[src/rtl/muldiv_pkg.sv]
// muldiv_pkg: shared types and constants for the iterative multiply/divide unit.
// Operation encodings follow RISC-V funct3 for the M extension.
package muldiv_pkg;

   typedef enum logic [2:0] {
      OP_MUL    = 3'd0,
      OP_MULH   = 3'd1,
      OP_MULHSU = 3'd2,
      OP_MULHU  = 3'd3,
      OP_DIV    = 3'd4,
      OP_DIVU   = 3'd5,
      OP_REM    = 3'd6,
      OP_REMU   = 3'd7
   } op_e;

   typedef enum logic [1:0] {
      IDLE = 2'd0,
      CALC = 2'd1,
      FIN  = 2'd2
   } state_e;

   // Special-case results; truncated to XLEN where used.
   localparam logic [63:0] DIV0_QUOT = 64'hFFFF_FFFF_FFFF_FFFF;
   localparam logic [63:0] OVF_REM   = 64'h0000_0000_0000_0000;

   // rs1 is treated as signed for these operations.
   function automatic logic signed_a(input op_e op);
      return (op == OP_MULH) || (op == OP_MULHSU) || (op == OP_DIV) || (op == OP_REM);
   endfunction

   // rs2 is treated as signed for these operations.
   function automatic logic signed_b(input op_e op);
      return (op == OP_MULH) || (op == OP_DIV) || (op == OP_REM);
   endfunction

endpackage

[src/rtl/muldiv_if.sv]
// muldiv_if: request/response bundle between the control unit and muldiv_unit.
// Handshake: start is sampled only while the unit is idle; an accepted start
// raises busy on the next cycle; done pulses for exactly one cycle with result
// valid, and busy is low in that cycle. result holds until the next done.
interface muldiv_if #(parameter int XLEN = 64);
   logic            start;
   logic [2:0]      op;
   logic            word;
   logic [XLEN-1:0] a;
   logic [XLEN-1:0] b;
   logic            busy;
   logic            done;
   logic [XLEN-1:0] result;

   modport master (output start, op, word, a, b, input busy, done, result);
   modport slave  (input start, op, word, a, b, output busy, done, result);
endinterface

[src/rtl/muldiv_step.sv]
// muldiv_step: one iteration of the datapath. Multiply is an MSB-first
// shift-add into the 2N-bit accumulator; divide is one restoring step on the
// remainder held in the low half of the accumulator.
module muldiv_step #(parameter int XLEN = 64) (
   input  logic              is_div_i,
   input  logic [2*XLEN-1:0] acc_i,
   input  logic [XLEN-1:0]   opnd_i,
   input  logic              bit_i,
   output logic [2*XLEN-1:0] acc_o,
   output logic              q_bit_o
);

   logic [XLEN:0] trial;
   logic [XLEN:0] diff;

   // Single add-shift or subtract-restore iteration.
   always_comb begin
      trial   = {acc_i[XLEN-1:0], bit_i};
      diff    = trial - {1'b0, opnd_i};
      acc_o   = '0;
      q_bit_o = 1'b0;
      if (is_div_i) begin
         if (!diff[XLEN]) begin
            acc_o   = {{XLEN{1'b0}}, diff[XLEN-1:0]};
            q_bit_o = 1'b1;
         end else begin
            acc_o   = {{XLEN{1'b0}}, trial[XLEN-1:0]};
         end
      end else begin
         acc_o = {acc_i[2*XLEN-2:0], 1'b0} + (bit_i ? {{XLEN{1'b0}}, opnd_i} : {(2*XLEN){1'b0}});
      end
   end

endmodule

[src/rtl/muldiv_unit.sv]
// muldiv_unit: iterative RISC-V M-extension multiply/divide with start/busy/done.
// Optional macro MULDIV_WORD_EN (effective only with XLEN=64) enables the *W forms.
module muldiv_unit
   import muldiv_pkg::*;
#(
   parameter int XLEN = 64
) (
   input  logic   clk,
   input  logic   reset,
   muldiv_if.slave bus,
   output state_e state_o
);

   localparam int CW = $clog2(XLEN + 1);

   state_e            state_q;
   op_e               op_q;
   logic              word_q, neg_q, aneg_q, spec_q, busy_q, done_q;
   logic [CW-1:0]     cnt_q;
   logic [2*XLEN-1:0] acc_q;
   logic [XLEN-1:0]   opnd_q, sh_q, result_q;

   logic              word_eff;
   op_e               op_in, op_eff;
   logic              sa, sb, a_neg, b_neg, is_div, div0, ovf, special;
   logic [XLEN-1:0]   a_val, b_val, ma, mb, most_neg, spec_res, sh_base, sh_d, opnd_d;
   logic [CW-1:0]     cnt_d;
   logic [2*XLEN-1:0] acc_nx, prod;
   logic              q_bit;
   logic [XLEN-1:0]   quo, rem, raw, result_d;

`ifdef MULDIV_WORD_EN
   if (XLEN == 64) begin : g_word
      assign word_eff = bus.word;
   end else begin : g_noword
      logic unused_word;
      assign unused_word = bus.word;
      assign word_eff    = 1'b0;
   end
`else
   logic unused_word;
   assign unused_word = bus.word;
   assign word_eff    = 1'b0;
`endif

   // Operand preparation at acceptance: signedness, magnitudes, special cases.
   always_comb begin
      op_in    = op_e'(bus.op);
      op_eff   = (word_eff && !op_in[2]) ? OP_MUL : op_in;
      sa       = signed_a(op_eff);
      sb       = signed_b(op_eff);
      if (word_eff) begin
         a_val = sa ? XLEN'($signed(bus.a[31:0])) : XLEN'(bus.a[31:0]);
         b_val = sb ? XLEN'($signed(bus.b[31:0])) : XLEN'(bus.b[31:0]);
         most_neg = ~XLEN'(32'h7FFF_FFFF);
      end else begin
         a_val    = bus.a;
         b_val    = bus.b;
         most_neg = XLEN'(1) << (XLEN - 1);
      end
      a_neg    = sa & a_val[XLEN-1];
      b_neg    = sb & b_val[XLEN-1];
      ma       = a_neg ? (XLEN'(0) - a_val) : a_val;
      mb       = b_neg ? (XLEN'(0) - b_val) : b_val;
      is_div   = op_eff[2];
      div0     = is_div && (b_val == '0);
      ovf      = is_div && sb && (a_val == most_neg) && (b_val == '1);
      special  = div0 || ovf;
      if (div0) spec_res = op_eff[1] ? a_val : DIV0_QUOT[XLEN-1:0];
      else      spec_res = op_eff[1] ? OVF_REM[XLEN-1:0] : a_val;
      sh_base  = is_div ? ma : mb;
      sh_d     = special ? spec_res : (word_eff ? (sh_base << (XLEN - 32)) : sh_base);
      opnd_d   = is_div ? mb : ma;
      cnt_d    = word_eff ? CW'(31) : CW'(XLEN - 1);
   end

   muldiv_step #(.XLEN(XLEN)) u_step (
      .is_div_i (op_q[2]),
      .acc_i    (acc_q),
      .opnd_i   (opnd_q),
      .bit_i    (sh_q[XLEN-1]),
      .acc_o    (acc_nx),
      .q_bit_o  (q_bit)
   );

   // Sign fix-up and result selection used in FIN.
   always_comb begin
      prod     = neg_q ? ((2*XLEN)'(0) - acc_q) : acc_q;
      quo      = neg_q ? (XLEN'(0) - sh_q) : sh_q;
      rem      = aneg_q ? (XLEN'(0) - acc_q[XLEN-1:0]) : acc_q[XLEN-1:0];
      if (spec_q)           raw = sh_q;
      else if (op_q[2])     raw = op_q[1] ? rem : quo;
      else if (op_q == OP_MUL) raw = prod[XLEN-1:0];
      else                  raw = prod[2*XLEN-1:XLEN];
      result_d = word_q ? XLEN'($signed(raw[31:0])) : raw;
   end

   // Control FSM with counter, operand registers and registered outputs.
   always_ff @(posedge clk) begin
      if (reset) begin
         state_q  <= IDLE;
         op_q     <= OP_MUL;
         word_q   <= 1'b0;
         neg_q    <= 1'b0;
         aneg_q   <= 1'b0;
         spec_q   <= 1'b0;
         busy_q   <= 1'b0;
         done_q   <= 1'b0;
         cnt_q    <= '0;
         acc_q    <= '0;
         opnd_q   <= '0;
         sh_q     <= '0;
         result_q <= '0;
      end else begin
         done_q <= 1'b0;
         case (state_q)
            IDLE: begin
               if (bus.start) begin
                  op_q    <= op_eff;
                  word_q  <= word_eff;
                  neg_q   <= a_neg ^ b_neg;
                  aneg_q  <= a_neg;
                  spec_q  <= special;
                  cnt_q   <= cnt_d;
                  acc_q   <= '0;
                  opnd_q  <= opnd_d;
                  sh_q    <= sh_d;
                  busy_q  <= 1'b1;
                  state_q <= special ? FIN : CALC;
               end
            end
            CALC: begin
               acc_q <= acc_nx;
               sh_q  <= {sh_q[XLEN-2:0], q_bit};
               if (cnt_q == '0) state_q <= FIN;
               else             cnt_q   <= cnt_q - CW'(1);
            end
            FIN: begin
               result_q <= result_d;
               done_q   <= 1'b1;
               busy_q   <= 1'b0;
               state_q  <= IDLE;
            end
            default: state_q <= IDLE;
         endcase
      end
   end

   assign bus.busy   = busy_q;
   assign bus.done   = done_q;
   assign bus.result = result_q;
   assign state_o    = state_q;

endmodule

[src/flat_wrapper.sv]
// flat-port wrapper written by rule: the top's interface ports become plain ports
module muldiv_unit_flat import muldiv_pkg::*;
#(
   parameter int XLEN = 64
)
  (clk, reset, state_o, bus_start, bus_op, bus_word, bus_a, bus_b, bus_busy, bus_done, bus_result);
  muldiv_if #(.XLEN(XLEN)) bus_i ();
  input  logic clk;
  input  logic reset;
  output state_e state_o;
  input wire logic [$bits(bus_i.start)-1:0] bus_start;
  input wire logic [$bits(bus_i.op)-1:0] bus_op;
  input wire logic [$bits(bus_i.word)-1:0] bus_word;
  input wire logic [$bits(bus_i.a)-1:0] bus_a;
  input wire logic [$bits(bus_i.b)-1:0] bus_b;
  output wire logic [$bits(bus_i.busy)-1:0] bus_busy;
  output wire logic [$bits(bus_i.done)-1:0] bus_done;
  output wire logic [$bits(bus_i.result)-1:0] bus_result;
  assign bus_i.start = bus_start;
  assign bus_i.op = bus_op;
  assign bus_i.word = bus_word;
  assign bus_i.a = bus_a;
  assign bus_i.b = bus_b;
  assign bus_busy = bus_i.busy;
  assign bus_done = bus_i.done;
  assign bus_result = bus_i.result;
  muldiv_unit #(.XLEN(XLEN)) u_core (.clk(clk), .reset(reset), .bus(bus_i), .state_o(state_o));
endmodule
[config.mk]
export PLATFORM = sky130hd
export DESIGN_NAME = muldiv_unit_flat
export DESIGN_NICKNAME = d
export VERILOG_FILES = /design/src/rtl/muldiv_pkg.sv /design/src/rtl/muldiv_if.sv /design/src/rtl/muldiv_step.sv /design/src/rtl/muldiv_unit.sv /design/src/flat_wrapper.sv
export SDC_FILE = /design/constraint.sdc
export NUM_CORES = 2
export LEC_CHECK = 0
export CORE_ASPECT_RATIO = 1.2
export CORE_MARGIN = 1
export CORE_UTILIZATION = 45
export CTS_CLUSTER_DIAMETER = 40
export DETAILED_ROUTE_END_ITERATION = 8
export PLACE_DENSITY = 0.59
export SLEW_MARGIN = 20
export SYNTH_ARGS = -nofsm -noshare
export SYNTH_HDL_FRONTEND = slang
export SYNTH_HIERARCHICAL = 1
export SYNTH_SLANG_ARGS = --single-unit
[constraint.sdc]
create_clock -name clk -period 5.6 [get_ports clk]
set_clock_uncertainty 0.05 [all_clocks]
set_input_delay 0.56 -clock clk [delete_from_list [all_inputs] [get_ports clk]]
set_output_delay 0.56 -clock clk [all_outputs]
set_load 0.05 [all_outputs]
# --- Word level (Yosys, flattened, before mapping) ---
# Cells that the tools add are included.
totals:
  ff_bits: 337
  in_bits: 135
  output_inout_bits: 68
  word_cells: 89
op_classes:
  n_addsub: 8
  n_eq_ne: 11
  muxes: 34
  n_bitwise: 3
  reduce_logical: 21
op_table:
  columns: ["cell", "n"]
  rows:
  - ["$mux 64", 17]
  - ["$mux 128", 3]
  - ["$pmux 128 s2", 1]
  - ["$sub 1x64->64 const A", 4]
  - ["$add 128x64->128", 1]
  - ["$eq 64x64->1 const B", 2]
  - ["$pmux 64 s2", 1]
  - ["$sub 1x128->128 const A", 1]
  - ["$sub 65x64->65", 1]
  - ["$logic_not 64->1", 1]
  - ["$mux 7", 2]
  - ["$pmux 7 s2", 1]
  - ["$reduce_and 2->1", 4]
  - ["$logic_not 7->1", 1]
  - ["$sub 7x1->7 const B", 1]
  - ["$eq 3x3->1 const B", 2]
  - ["$logic_or 1x1->1", 6]
  - ["$mux 2", 3]
  - ["$logic_and 1x1->1", 4]
  - ["$mux 1", 4]
  - ["$ne 2x2->1 const B", 2]
  - ["$pmux 2 s2", 1]
  - ["$reduce_bool 2->1", 2]
  - ["$eq 3x1->1 const B", 1]
  - ["other kinds (10)", 11]

# --- Depth between registers and ports, before layout ---
logic_depth:
  ltp_word: 10
  ltp_mapped: 20
  mapped_depth_nobuf: 18

# --- Cells and area by module ---
# Netlist, hierarchy kept.
by_module_without_submodules:
  columns: ["module", "n_inst", "cells_per_inst", "area_per_inst_um2", "seq_area_each_um2"]
  rows:
  - ["muldiv_unit", 1, 3632, 26091.3, 6746.5]
  - ["muldiv_step", 1, 1803, 11061.9, 0.0]

# --- Least setup slack after synthesis ---
# No wires, ideal clock.
synth_path:
  kind: "flip-flop to flip-flop"
  startpoint: "reg u_core.sh_q[63]"
  endpoint: "reg u_core.acc_q[123]"
  setup_time_ns: 0.065
  arrival_time_ns: 4.126
  t_required_ns: 5.485
  slack_ns: 1.359
  stages_incl_launch_ff: 21
  n_path_buf: 2
  period_less_slack_ns: 4.241
  cell_sequence: "dfxtp_1 > inv_2 > clkbuf_1 > nor2_1 > ha_1 > inv_1 > fa_1 > nor2b_1 > o221ai_2 > a211oi_4 > o311ai_2 > a31oi_4 > nand4_2 > a21oi_2 > o211ai_2 > or4_1 > buf_2 > or4_1 > a21oi_1 > a22oi_1 > nor2_1"
synth_via:
  elab_chain_len: 4
synth_rtl:
  columns: ["item", "line", "rtl"]
  rows:
  - ["from (decl)", "muldiv_unit.sv:21", "logic [XLEN-1:0] opnd_q, sh_q, result_q;"]
  - ["from (signal assigned)", "muldiv_unit.sv:134", "sh_q <= {sh_q[XLEN-2:0], q_bit};"]
  - ["$mux 64", "muldiv_step.sv:30", "acc_o = {acc_i[2*XLEN-2:0], 1'b0} + (bit_i ? {{XLEN{1'b0}}, opnd_i} : {(2*XLEN){1'b0}});"]
  - ["$add 128x64->128", "muldiv_step.sv:30", null]
  - ["$mux 128", "muldiv_step.sv:22", "if (is_div_i) begin"]
  - ["net u_core.acc_nx[123]", "muldiv_unit.sv:28", "logic [2*XLEN-1:0] acc_nx, prod;"]
  - ["$pmux 128 s2", "muldiv_unit.sv:116", "case (state_q)"]
  - ["to (signal assigned)", "muldiv_unit.sv:133", "acc_q <= acc_nx;"]
  - ["to (decl)", "muldiv_unit.sv:20", "logic [2*XLEN-1:0] acc_q;"]
# The timed path passes the listed nets, and every way through them passes these cells.
# A chain may end at the register's enable or synchronous reset.

# --- Final worst setup path ---
layout_path:
  startpoint: "reg u_core.acc_q[4]"
  endpoint: "reg u_core.sh_q[0]"
layout_via:
  elab_chain_len: 4
layout_rtl:
  columns: ["item", "line", "rtl"]
  rows:
  - ["$sub 65x64->65", "muldiv_step.sv:19", "diff = trial - {1'b0, opnd_i};"]
  - ["$mux 1", "muldiv_step.sv:23", "if (!diff[XLEN]) begin"]
  - ["$mux 1", "muldiv_step.sv:22", null]
  - ["net u_core.q_bit", "muldiv_unit.sv:29", "logic q_bit;"]
  - ["$pmux 64 s2", "muldiv_unit.sv:116", null]
# The timed path passes the listed nets, and every way through them passes these cells.

==> results.yml <==
timing:
  slew_headroom_pct: 14.56
  period_minus_slack_ns: 5.029
  finalSetupViolCount: 0
  finalSetupTns_ns: 0
  rsz0062_at_grt: "false"
  tightest_slew_ns: 1.272
  finalHoldViolCount: 0
  max_freq_ghz: 0.1989
  fin_crit_sh_pct: 89.80
  drv_slew: 0
place:
  numPortBuffers: 201
  gp_congestion: 1.062
  dp_hpwl_um: 145300
  place_area_mm2: 0.04000
worst_hold_path:
  min_path_type: "in -> reg"
detailed_routing:
  wirelength_um: 193500
  postRouteAntennaNets: 0
  drt_pass1_iterations: 9
  vias: 45010
  drc: 0
  viasPerCell: 6.874
  drt_iter0_drc: 6152
  wl_per_cell_um: 29.55
pwr:
  power_leakage_uw: 0.01633
  power.density_mw_per_mm2: 355.1
  power_uw: 15210
  ir_drop_uv: 233.4
synthesis:
  syn_avg_cell_area_um2: 6.836
  yosysSeqAreaShare_pct: 18.16
  ys_ff_latch: 337
  synth-async-reset-ratio_pct: 0
  yosys.cell_types.count: 103
  synth_cells: 5435
  synth-edff-count: 0
  syn_area_mm2: 0.03715
  yosysWarnings: 6
  synth_ff_type: "dfxtp_1"
  synthTopCellsByArea: "dfxtp_1 18%, nor2_1 6.6%, xnor2_1 6.3%"
  synthesis.nets: 5707
  yosysTopAreaCellShare_pct: 18.16
  yosysTopAreaCell: "dfxtp_1"
floorplanning:
  floorplan.core_area_mm2: 0.08187
  start_util_pct: 45.38
  ios: 203
  die_w_um: 264.3
  die_area_mm2: 0.08372
  die_y_um: 316.8
  row_count: 115
worst_setup_path:
  cp_slowest_cell: "xnor2_2"
  worst_ep_arrival_time_ns: 5.49
  crit_top_cell: "o211ai_1"
  path_cells: "ha_1 -> o211ai_1 -> o211ai_1 -> nand4_1 -> a31oi_1 -> o21a_1 -> o211ai_1 -> nand2_1 -> a21oi_1 -> xnor2_2 -> nand2_1 -> inv_1 -> nor2_1 -> a2111oi_0"
  end_kind: "flip-flop"
  required_ns: 6.06
  cp_max_fo: 12
  start_kind: "flip-flop"
  timing_worst_setup_path_type: "reg -> reg"
  critPathMaxStageDelay_ns: 0.76
finish:
  seq_area_mm2: 0.006758
  area.growth.synth_to_final_pct: 15.28
  final_nets: 5692
  utilization_pct: 52.31
  final_layout_size_suffix_gt1_share_pct: 7.601
  multiInputGateArea_mm2: 0.02824
  design_area_mm2: 0.04283
  fill_cells: 8380
cts:
  clock_latency_ns: 0.67
  post_cts_buffers: 0
  cts_root_buffer: "clkbuf_16"
  h-tree-depth: 3
  cts.path.max_buffers: 3
  numCtsBuffers: 79
  clock-sinks: 337
  ctsResizeCount: 0
  cts_hold_buf: 0
  clk_pin_slew_ns: 0.05
  tritoncts: "yes"
global_route:
  globalRoute.totalOverflow: 0
  grt_usage_pct: 44.52
  grt_max_degree: 135
  grt_pass1_wl_um: 278500
  antenna_found_initial: 9
  grt_pass1_vias: 41260
status:
  status: "finished, final reports clean"
run:
  drv_cap: 0
worst paths after layout:
check                                                     from                              to  slack [ns]  cells after the start
worst max-delay path              u_core/acc_q[4]$_SDFFE_PP0P_     u_core/sh_q[0]$_SDFFE_PP0P_        0.57                     14
worst min-delay path                                 bus_op[2]    u_core/sh_q[54]$_SDFFE_PP0P_        0.33                      3
worst max register to register    u_core/acc_q[4]$_SDFFE_PP0P_     u_core/sh_q[0]$_SDFFE_PP0P_        0.57                     14
worst min register to register  u_core/opnd_q[12]$_SDFFE_PP0P_  u_core/opnd_q[12]$_SDFFE_PP0P_        0.40                      2
report_power, final:
part	leakage [uW]	internal [uW]	switching, uW
logic	0.0122	2210	4870
clock network	0.00135	3220	1760
registers	0.00275	2650	500
total	0.0163	8080	7130
state kept, by name, summed over array words and instances, names as in the netlist:
register and cells:
u_core/acc_q 128, u_core/aneg_q 1, u_core/bus.busy 1, u_core/bus.done 1, u_core/bus.result 64, u_core/cnt_q 7
u_core/neg_q 1, u_core/op_q 3, u_core/opnd_q 64, u_core/sh_q 64, u_core/spec_q 1, u_core/state_o 2
layout make-up:
cell class / count / area share [%]
antenna: 9 / 0.05258
clock buffer: 93 / 4.905
clock inverter: 54 / 1.621
inverter: 138 / 1.209
multi-input combinational: 4514 / 65.93
sequential: 337 / 15.78
tap: 1053 / 3.076
timing repair buffer: 350 / 7.432
cell families after synthesis:
family	after synthesis	synth area share [%]
flops	337	18.16
compound gates	1710	30.80
xor+xnor	441	10.40
simple gates	2147	27.71
buf+inv	584	6.112
fa+ha+maj	137	4.654
mux	79	2.169
cells in the mapped netlist, drive strengths merged, types with 26 or more instances:
library cell	instances
a211oi	74
a21o	97
a21oi	389
a221oi	32
a22oi	153
a31oi	95
and3	61
buf	64
clkbuf	382
dfxtp	337
ha	135
inv	137
mux2i	67
nand2	582
nand2b	32
nand3	166
nand4	92
nor2	656
nor3	176
nor4	101
o211ai	72
o21a	26
o21ai	340
o221ai	42
o31ai	79
o41ai	37
or3	101
or4	65
xnor2	269
xor2	172
per-layer routing:
layer	vias up	track usage [%]	part of all wire, %
met5	-	0.2252	0.0057
met4	2	39.34	10
met3	819	12.21	12
met2	2967	66.79	42
met1	21110	52.28	36
li1	20110	-	-
through the flow:
| stage | std cells | hold slack (ns) | setup slack [ns] |
|---|---|---|---|
| 3_3_place_gp | 6391 | 0.3806 | 0.7599 |
| 3_5_place_dp | 6391 | 0.3956 | 0.7306 |
| 5_1_grt | 6546 | 0.3458 | 0.2595 |
| 4_1_cts | 6538 | 0.3257 | 0.7057 |
| 6_report | 6548 | 0.3342 | 0.5714 |
| 2_1_floorplan | 5435 | 0.3656 | 1.359 |
layout by cell type (no fill, tap or decap), types with 134 or more instances in the layout:
cell / count
inv_1: 134
a21oi_1: 388
xnor2_1: 268
nor3_1: 169
a22oi_1: 153
clkdlybuf4s50_1: 199
o21ai_0: 330
dfxtp_1: 332
nand3_1: 165
nand2_1: 581
xor2_1: 171
ha_1: 135
nor2_1: 647
buf_4: 146
worst max-delay path: cells and delay by family, from the launching register on:
family	cells	cell delay (ns)
buffers and inverters	1	0.36
AO/OA/AOI/OAI	7	2.03
XOR/XNOR	1	0.76
flip-flops	1	0.75
adder cells (fa/ha/maj)	1	0.35
AND/OR/NAND/NOR	4	0.58
(Power assumes the default switching activity.)
